$ cat src/rtl/uart_pkg.sv
// Shared UART definitions for the transmit and receive paths.
// Latency: n/a (types and constants only).
// Backpressure: n/a.
package uart_pkg;

  localparam int UART_DATA_WIDTH = 8;

  localparam logic PAR_EVEN = 1'b0;
  localparam logic PAR_ODD  = 1'b1;

  typedef enum logic [2:0] {
    IDLE,
    START,
    DATA,
    PARITY,
    STOP
  } state_t;

endpackage

$ cat src/rtl/uart_tx_frame_if.sv
// Host-side byte request bundle plus the serial line and busy flag.
// Latency: n/a (wiring only).
// Backpressure: host must hold off while busy; requests during busy are dropped.
interface uart_tx_frame_if #(
  parameter int DATA_WIDTH = uart_pkg::UART_DATA_WIDTH
);

  logic [DATA_WIDTH-1:0] p_data;
  logic                  data_valid;
  logic                  par_en;
  logic                  par_typ;
  logic                  tx_out;
  logic                  busy;

  modport master (
    output p_data,
    output data_valid,
    output par_en,
    output par_typ,
    input  tx_out,
    input  busy
  );

  modport slave (
    input  p_data,
    input  data_valid,
    input  par_en,
    input  par_typ,
    output tx_out,
    output busy
  );

endinterface

$ cat src/rtl/uart_tx_serializer.sv
// Shift register and bit counter holding the data bits of one frame.
// Latency: load takes effect on the next edge; one shift per enabled edge.
// Backpressure: none; the controlling FSM decides when to load and shift.
module uart_tx_serializer #(
  parameter int DATA_WIDTH = 8
) (
  input  logic                  CLK,
  input  logic                  RST,
  input  logic                  i_load,
  input  logic                  i_shift,
  input  logic [DATA_WIDTH-1:0] i_data,
  output logic                  o_cur_bit,
  output logic                  o_next_bit,
  output logic                  o_ser_done
);

  localparam int CW = (DATA_WIDTH > 1) ? $clog2(DATA_WIDTH) : 1;

  logic [DATA_WIDTH-1:0] r_shift;
  logic [CW-1:0]         r_cnt;

  // Load clears the counter so it reads 0 on entry to DATA; shifting stops at the last bit, so it never wraps.
  always_ff @(posedge CLK) begin
    if (RST) begin
      r_shift <= '0;
      r_cnt   <= '0;
    end else if (i_load) begin
      r_shift <= i_data;
      r_cnt   <= '0;
    end else if (i_shift) begin
      r_shift <= r_shift >> 1;
      r_cnt   <= r_cnt + 1'b1;
    end
  end

  assign o_cur_bit  = r_shift[0];
  assign o_next_bit = r_shift[1];
  assign o_ser_done = (r_cnt == CW'(DATA_WIDTH - 1));

endmodule

$ cat src/rtl/uart_tx_frame.sv
// UART transmitter: start bit, data LSB first, optional parity, stop bit.
// Latency: start bit appears the cycle after the accepting edge; one bit per clock.
// Backpressure: busy high for the whole frame; requests while busy are ignored.
module uart_tx_frame
  import uart_pkg::*;
#(
  parameter int DATA_WIDTH = UART_DATA_WIDTH
) (
  input  logic            CLK,
  input  logic            RST,
  uart_tx_frame_if.slave  bus
);

  state_t r_state;
  state_t w_state_nxt;
  logic   r_tx;
  logic   w_tx_nxt;
  logic   r_busy;
  logic   w_busy_nxt;
  logic   r_par_en;
  logic   r_par;
  logic   w_load;
  logic   w_shift;
  logic   w_cur_bit;
  logic   w_next_bit;
  logic   w_ser_done;

  uart_tx_serializer #(.DATA_WIDTH(DATA_WIDTH)) u_ser (
    .CLK        (CLK),
    .RST        (RST),
    .i_load     (w_load),
    .i_shift    (w_shift),
    .i_data     (bus.p_data),
    .o_cur_bit  (w_cur_bit),
    .o_next_bit (w_next_bit),
    .o_ser_done (w_ser_done)
  );

  // State plus registered line/busy; parity options are captured only at the accepting edge.
  always_ff @(posedge CLK) begin
    if (RST) begin
      r_state  <= IDLE;
      r_tx     <= 1'b1;
      r_busy   <= 1'b0;
      r_par_en <= 1'b0;
      r_par    <= 1'b0;
    end else begin
      r_state <= w_state_nxt;
      r_tx    <= w_tx_nxt;
      r_busy  <= w_busy_nxt;
      if (w_load) begin
        r_par_en <= bus.par_en;
        r_par    <= (^bus.p_data) ^ (bus.par_typ == PAR_ODD);
      end
    end
  end

  // Next state and the line value for the next cycle, so the outputs come straight from flops.
  always_comb begin
    w_state_nxt = r_state;
    w_tx_nxt    = 1'b1;
    w_busy_nxt  = 1'b1;
    w_load      = 1'b0;
    w_shift     = 1'b0;
    case (r_state)
      IDLE: begin
        w_busy_nxt = 1'b0;
        if (bus.data_valid) begin
          w_state_nxt = START;
          w_tx_nxt    = 1'b0;
          w_busy_nxt  = 1'b1;
          w_load      = 1'b1;
        end
      end
      START: begin
        w_state_nxt = DATA;
        w_tx_nxt    = w_cur_bit;
      end
      DATA: begin
        if (!w_ser_done) begin
          w_shift  = 1'b1;
          w_tx_nxt = w_next_bit;
        end else if (r_par_en) begin
          w_state_nxt = PARITY;
          w_tx_nxt    = r_par;
        end else begin
          w_state_nxt = STOP;
        end
      end
      PARITY: begin
        w_state_nxt = STOP;
      end
      STOP: begin
        w_state_nxt = IDLE;
        w_busy_nxt  = 1'b0;
      end
      default: begin
        w_state_nxt = IDLE;
        w_busy_nxt  = 1'b0;
      end
    endcase
  end

  assign bus.tx_out = r_tx;
  assign bus.busy   = r_busy;

endmodule

$ cat src/flat_wrapper.sv
// flat-port wrapper written by rule: the top's interface ports become plain ports
module uart_tx_frame_flat import uart_pkg::*;
#(
  parameter int DATA_WIDTH = UART_DATA_WIDTH
)
  (CLK, RST, bus_p_data, bus_data_valid, bus_par_en, bus_par_typ, bus_tx_out, bus_busy);
  uart_tx_frame_if #(.DATA_WIDTH(DATA_WIDTH)) bus_i ();
  input  logic CLK;
  input  logic RST;
  input wire logic [$bits(bus_i.p_data)-1:0] bus_p_data;
  input wire logic [$bits(bus_i.data_valid)-1:0] bus_data_valid;
  input wire logic [$bits(bus_i.par_en)-1:0] bus_par_en;
  input wire logic [$bits(bus_i.par_typ)-1:0] bus_par_typ;
  output wire logic [$bits(bus_i.tx_out)-1:0] bus_tx_out;
  output wire logic [$bits(bus_i.busy)-1:0] bus_busy;
  assign bus_i.p_data = bus_p_data;
  assign bus_i.data_valid = bus_data_valid;
  assign bus_i.par_en = bus_par_en;
  assign bus_i.par_typ = bus_par_typ;
  assign bus_tx_out = bus_i.tx_out;
  assign bus_busy = bus_i.busy;
  uart_tx_frame #(.DATA_WIDTH(DATA_WIDTH)) u_core (.CLK(CLK), .RST(RST), .bus(bus_i));
endmodule
$ cat config.mk
export PLATFORM = sky130hd
export DESIGN_NAME = uart_tx_frame_flat
export DESIGN_NICKNAME = d
export VERILOG_FILES = /design/src/rtl/uart_pkg.sv /design/src/rtl/uart_tx_frame_if.sv /design/src/rtl/uart_tx_serializer.sv /design/src/rtl/uart_tx_frame.sv /design/src/flat_wrapper.sv
export SDC_FILE = /design/constraint.sdc
export NUM_CORES = 1
export LEC_CHECK = 0
export CAP_MARGIN = 15
export CORE_UTILIZATION = 51
export CTS_CLUSTER_SIZE = 25
export DETAILED_ROUTE_END_ITERATION = 12
export GPL_TIMING_DRIVEN = 0
export PLACE_DENSITY = 0.77
export SETUP_SLACK_MARGIN = 0.1
export SLEW_MARGIN = 20
export SYNTH_ARGS = -nofsm -noshare
export SYNTH_HDL_FRONTEND = slang
export SYNTH_SLANG_ARGS = --single-unit
$ cat constraint.sdc
create_clock -name CLK -period 2.3 [get_ports CLK]
set_clock_uncertainty 0.1 [all_clocks]
set_input_delay 0.345 -clock CLK [delete_from_list [all_inputs] [get_ports CLK]]
set_output_delay 0.345 -clock CLK [all_outputs]
set_load 0.01 [all_outputs]
* Word level (Yosys, flattened, before mapping)
Cells that the tools add are included.
Storage, ports and cells: logic and storage cells 36, input bits 13, output and inout bits 2, register bits after elaboration 18
Cells by class: mux-type cells 15, bitwise operators 1, equality and inequality tests 6, $add $sub $neg 1, reductions and logical operators 6
Operator list (number):
- 2-to-1 mux 8 bit | 2
- case mux 3 bit (4 select lines) | 1
- 2-to-1 mux 3 bit | 3
- XOR reduction 8 bit | 1
- 2-to-1 mux 1 bit | 7
- equality test 3 x 2 -> 1 bit, second input constant | 2
- adder 3 x 1 -> 3 bit, second input constant | 1
- equality test 3 x 1 -> 1 bit, second input constant | 1
- equality test 3 bit, second input constant | 1
- logical NOT 3 bit | 1
- case mux 1 bit (3 select lines) | 1
- OR reduction 3 bit | 1
- != test 2 x 1 -> 1 bit, second input constant | 1
- != test 2 bit, second input constant | 1
- case mux 1 bit (2 select lines) | 1
- AND reduction 2 bit | 1
- nonzero test 2 bit | 1
- OR reduction 2 bit | 1
- bitwise XOR 1 bit | 1

* Logic depth before layout (Yosys ltp)
depth in word-level cells 5, gate-level depth with buffers 6, mapped depth without buffers 5

* Cells and area by module
Synthesis repeated with hierarchy kept, for this count alone.
Unflattened totals: cell total of the unflattened synthesis 91, area, all modules 889.6 um^2
Modules (own cells, without submodules):
- uart_tx_serializer | sequential area each 220.2 um^2, cells an instance 47, area each 496.7 um^2, times used 1
- uart_tx_frame | sequential area each 140.1 um^2, cells an instance 44, area each 392.9 um^2, times used 1

* Worst setup path after synthesis
Ideal clock, no wire load.
path kind register to register, start point register u_core.u_ser.r_cnt[0], end point register u_core.u_ser.r_shift[5], library setup time 0.088 ns, setup slack 0.431 ns, path buffers 1, cell stages (with the launch flop) 7, period minus slack after synthesis 1.869 ns, arrival 1.681 ns, required time 2.112 ns, path through dfxtp_1 ha_1 ha_1 a2111oi_4 buf_6 nor2_2 a311oi_2
Between the ends: cells in the longest elaborated chain, start to end 4
RTL lines:
- start, declared | RTL line uart_tx_serializer.sv:20 | logic [CW-1:0] r_cnt;
- start signal, assigned | RTL line uart_tx_serializer.sv:32 | r_cnt <= r_cnt + 1'b1;
- equality test 3 bit | RTL line uart_tx_serializer.sv:38 | assign o_ser_done = (r_cnt == CW'(DATA_WIDTH - 1));
- 2-to-1 mux 1 bit | RTL line uart_tx_frame.sv:80 | if (!w_ser_done) begin
- 2-to-1 mux 1 bit | RTL line uart_tx_frame.sv:65 | case (r_state)
- nonzero test 2 bit (no line)
- end signal, assigned | RTL line uart_tx_serializer.sv:28 | r_shift <= i_data;
- end signal, assigned | RTL line uart_tx_serializer.sv:31 | r_shift <= r_shift >> 1;
- end, declared | RTL line uart_tx_serializer.sv:19 | logic [DATA_WIDTH-1:0] r_shift;
No other way between the ends. A chain may end at the register's enable or synchronous reset.

* Final worst setup path
Ends and elaborated chain as after synthesis.

==> results.py <==
metrics = {
    "placed_design": {
        "place.port_buffers": 14,
        "gpl.final_weighted_congestion": 0.7697,
        "dp_hpwl_um": 1303,
    },
    "synthesis": {
        "synth-seq-area-share": 0.3940,
        "syn_nets": 112,
        "postSynthAreaPerCell_um2": 9.429,
        "synth_top_area_cell": "dfxtp_1",
        "synth.distinct_cells": 33,
        "synthesized_netlist_cell_count": 97,
        "synthesis.yosys.warnings": 0,
        "ys_seq_elements": 18,
        "synth_area_um2": 914.6,
        "synth.top_cells.by_area": "dfxtp_1 39%, nand2_1 7.4%, nor2_1 4.9%, a311oi_1 4.8%, xnor2_1 4.8%",
        "synth_top_area_share": 0.3940,
    },
    "setup_path": {
        "worst-setup-path-type": "flop to flop",
        "worst_setup_ep_type": "flop",
        "worstPathCellList": "ha_1 -> ha_1 -> a2111oi_4 -> buf_6 -> nor2_2 -> a311oi_2",
        "arrival_time_reported_for_the_critical_path_endpoint_ns": 2.19,
        "cpMaxStageDelayCell": "a2111oi_4",
        "cp_top_family": "compound AO/OA/AOI/OAI gates",
        "critical_path_buf_inv_count": 1,
        "cp_data_required_time_ns": 2.42,
        "cpPeakStageDelay_ns": 0.58,
        "crit_fanout": 10,
        "timing.critical_path.mode_cell": "ha_1",
        "critical_path.startpoint_type": "flop",
    },
    "timing": {
        "grt_setup_unrepaired": "no",
        "fin_setup_tns_ns": 0,
        "min_period_ns": 2.066,
        "final.period_utilization": 0.8983,
        "timing.final.setup_violations": 0,
        "final_hold_viol_count": 0,
        "whs_ns": 0.3873,
        "fmax_mhz": 484.0,
        "max-slew-margin-rel": 0.6682,
        "slew_viol_final": 0,
        "max_slew.worst_pin.slew_ns": 0.4977,
    },
    "drt": {
        "firstDrtPassIters": 4,
        "via_total_after_detailed_routing": 759,
        "detail_route.vias_per_cell": 5.460,
        "routedWlPerCell_um": 12.63,
        "route.detailed.drc": 0,
        "dr.first_iter.drc_count": 12,
        "finalWirelength_um": 1756,
        "detail-route-antenna-nets": 0,
    },
    "global_route": {
        "grt_overflow_total": 0,
        "grtUsageTotal": 0.2181,
        "global_route_wire_length_before_repair_um": 3077,
        "grt_pass1_vias": 744,
        "antenna_found_initial": 0,
        "grt_start_max_net_pins": 11,
    },
    "power": {
        "p_leak_nw": 0.4216,
        "maximum_resistive_drop_on_vdd_mv": 0.5313,
        "power_density_mw_per_mm2": 639.7,
        "totalPowerFinal_uw": 717.2,
    },
    "floorplan": {
        "top_ports": 15,
        "die_area_mm2": 0.001967,
        "rows": 14,
        "floorplan.initialDensity": 0.5738,
        "die_height_um": 44.35,
        "die_w_um": 44.35,
        "core_area_mm2": 0.001594,
    },
    "clock_network": {
        "cts-htree-levels": 1,
        "clk_latency_ns": 0.30,
        "root_buffer": "clkbuf_4",
        "cts-buffers-inserted": 3,
        "cts_resized": 0,
        "tritoncts": "yes",
        "hold_buffers": 0,
        "clock_pin_slew_on_the_worst_setup_and_hold_paths_ns": 0.10,
        "cts_setup_buffers": 0,
        "clockBufferDepth": 2,
        "clock-sinks": 18,
    },
    "cells_and_area": {
        "n_antenna_cell": 0,
        "final_nets": 131,
        "drive_gt1_frac": 0.1304,
        "mostFrequentLayoutCells": "18 x nand2_1, 18 x dfxtp_1, 14 x clkdlybuf4s50_1",
        "area.growth.synth_to_final_pct": 22.57,
    },
    "status": {
        "status": "completed",
    },
    "min_path": {
        "holdCritPathClass": "flop to flop",
    },
    "job": {
        "timing.max_cap.violations": 0,
    },
}
## tightest hold or removal path, cell delays in order, from the launching register on
cell,delay [ns]
dfxtp_1,0.32
nand2_1,0.05
a311oi_1,0.07
## kinds of logic (layout without fill, tap and decap cells)
family | after synthesis | count (layout) | share of synthesized area
compound gates | 18 | 18 | 0.1820
xor+xnor | 7 | 7 | 0.08208
fa+ha+maj | 2 | 2 | 0.02736
buf+inv | 7 | 25 | 0.04788
flops | 18 | 18 | 0.3940
mux | 2 | 2 | 0.02189
simple gates | 43 | 43 | 0.2449
## per-stage QoR
stage / instances / utilization / instance area (µm²) / setup WS, ns
after floorplan: 97 / - / 914.6 / 0.4305
after global placement: 135 / 0.6805 / 1085 / 0.1493
after detailed placement: 135 / 0.6805 / 1085 / 0.1467
after CTS: 139 / 0.7033 / 1121 / 0.2269
after global routing: 139 / 0.7033 / 1121 / 0.1069
final: 139 / 0.7033 / 1121 / 0.2339
## path summary, 6_finish.rpt
check / from / end / slack (ns) / depth (start not counted)
max: u_core.u_ser.r_cnt[0] / u_core.u_ser.r_shift[5] / 0.23 / 6
min: u_core.u_ser.r_shift[3] / u_core.u_ser.r_shift[2] / 0.39 / 2
max reg2reg: u_core.u_ser.r_cnt[0] / u_core.u_ser.r_shift[5] / 0.23 / 6
min reg2reg: u_core.u_ser.r_shift[3] / u_core.u_ser.r_shift[2] / 0.39 / 2
## final cells by class
type,count,area [µm²]
Multi-Input combinational cell,72,510.5
Fill cell,138,473.0
Sequential cell,18,360.3
Timing Repair Buffer,14,140.1
Clock buffer,4,36.28
Buffer,5,36.28
Tap cell,24,30.03
Inverter,2,7.507
## synthesized netlist by cell type, drive strengths merged
library cell   n
mux2i          2
xor2           1
nor3           3
o22ai          1
nor4           2
o311ai         1
ha             2
dfxtp         18
nor2          15
a311oi         6
nand2b         1
a21oi          3
xnor2          5
a21boi         1
nor4b          1
buf            4
a31oi          1
and4           1
inv            2
xnor3          1
clkbuf         1
o221ai         1
or3b           1
nand2         18
and2b          1
a2bb2oi        1
a311o          1
o31a           1
a2111oi        1
## layer usage
metal  GRT usage  wire length (µm)  vias to the layer above
met5           0                 0                        -
met4     0.09091                13                        0
met3     0.09388                74                        2
met2      0.3471               848                       15
met1      0.2571               819                      361
li1            -                 -                      381
## state kept, by name, indices dropped and copies added, names as in the netlist
register              cells
u_core.bus.tx_out         1
u_core.u_ser.r_shift      8
u_core.u_ser.r_cnt        3
u_core.r_par_en           1
u_core.r_par              1
u_core.r_state            3
u_core.bus.busy           1
## report_power, final
group	switching (mW)	internal [mW]	leakage [nW]	total, mW
Sequential	0.0136	0.338	0.148	0.352
Combinational	0.0819	0.0870	0.252	0.169
Clock	0.0997	0.0966	0.0210	0.196
Total	0.195	0.522	0.422	0.717
Power figures use the tool's default switching activity.
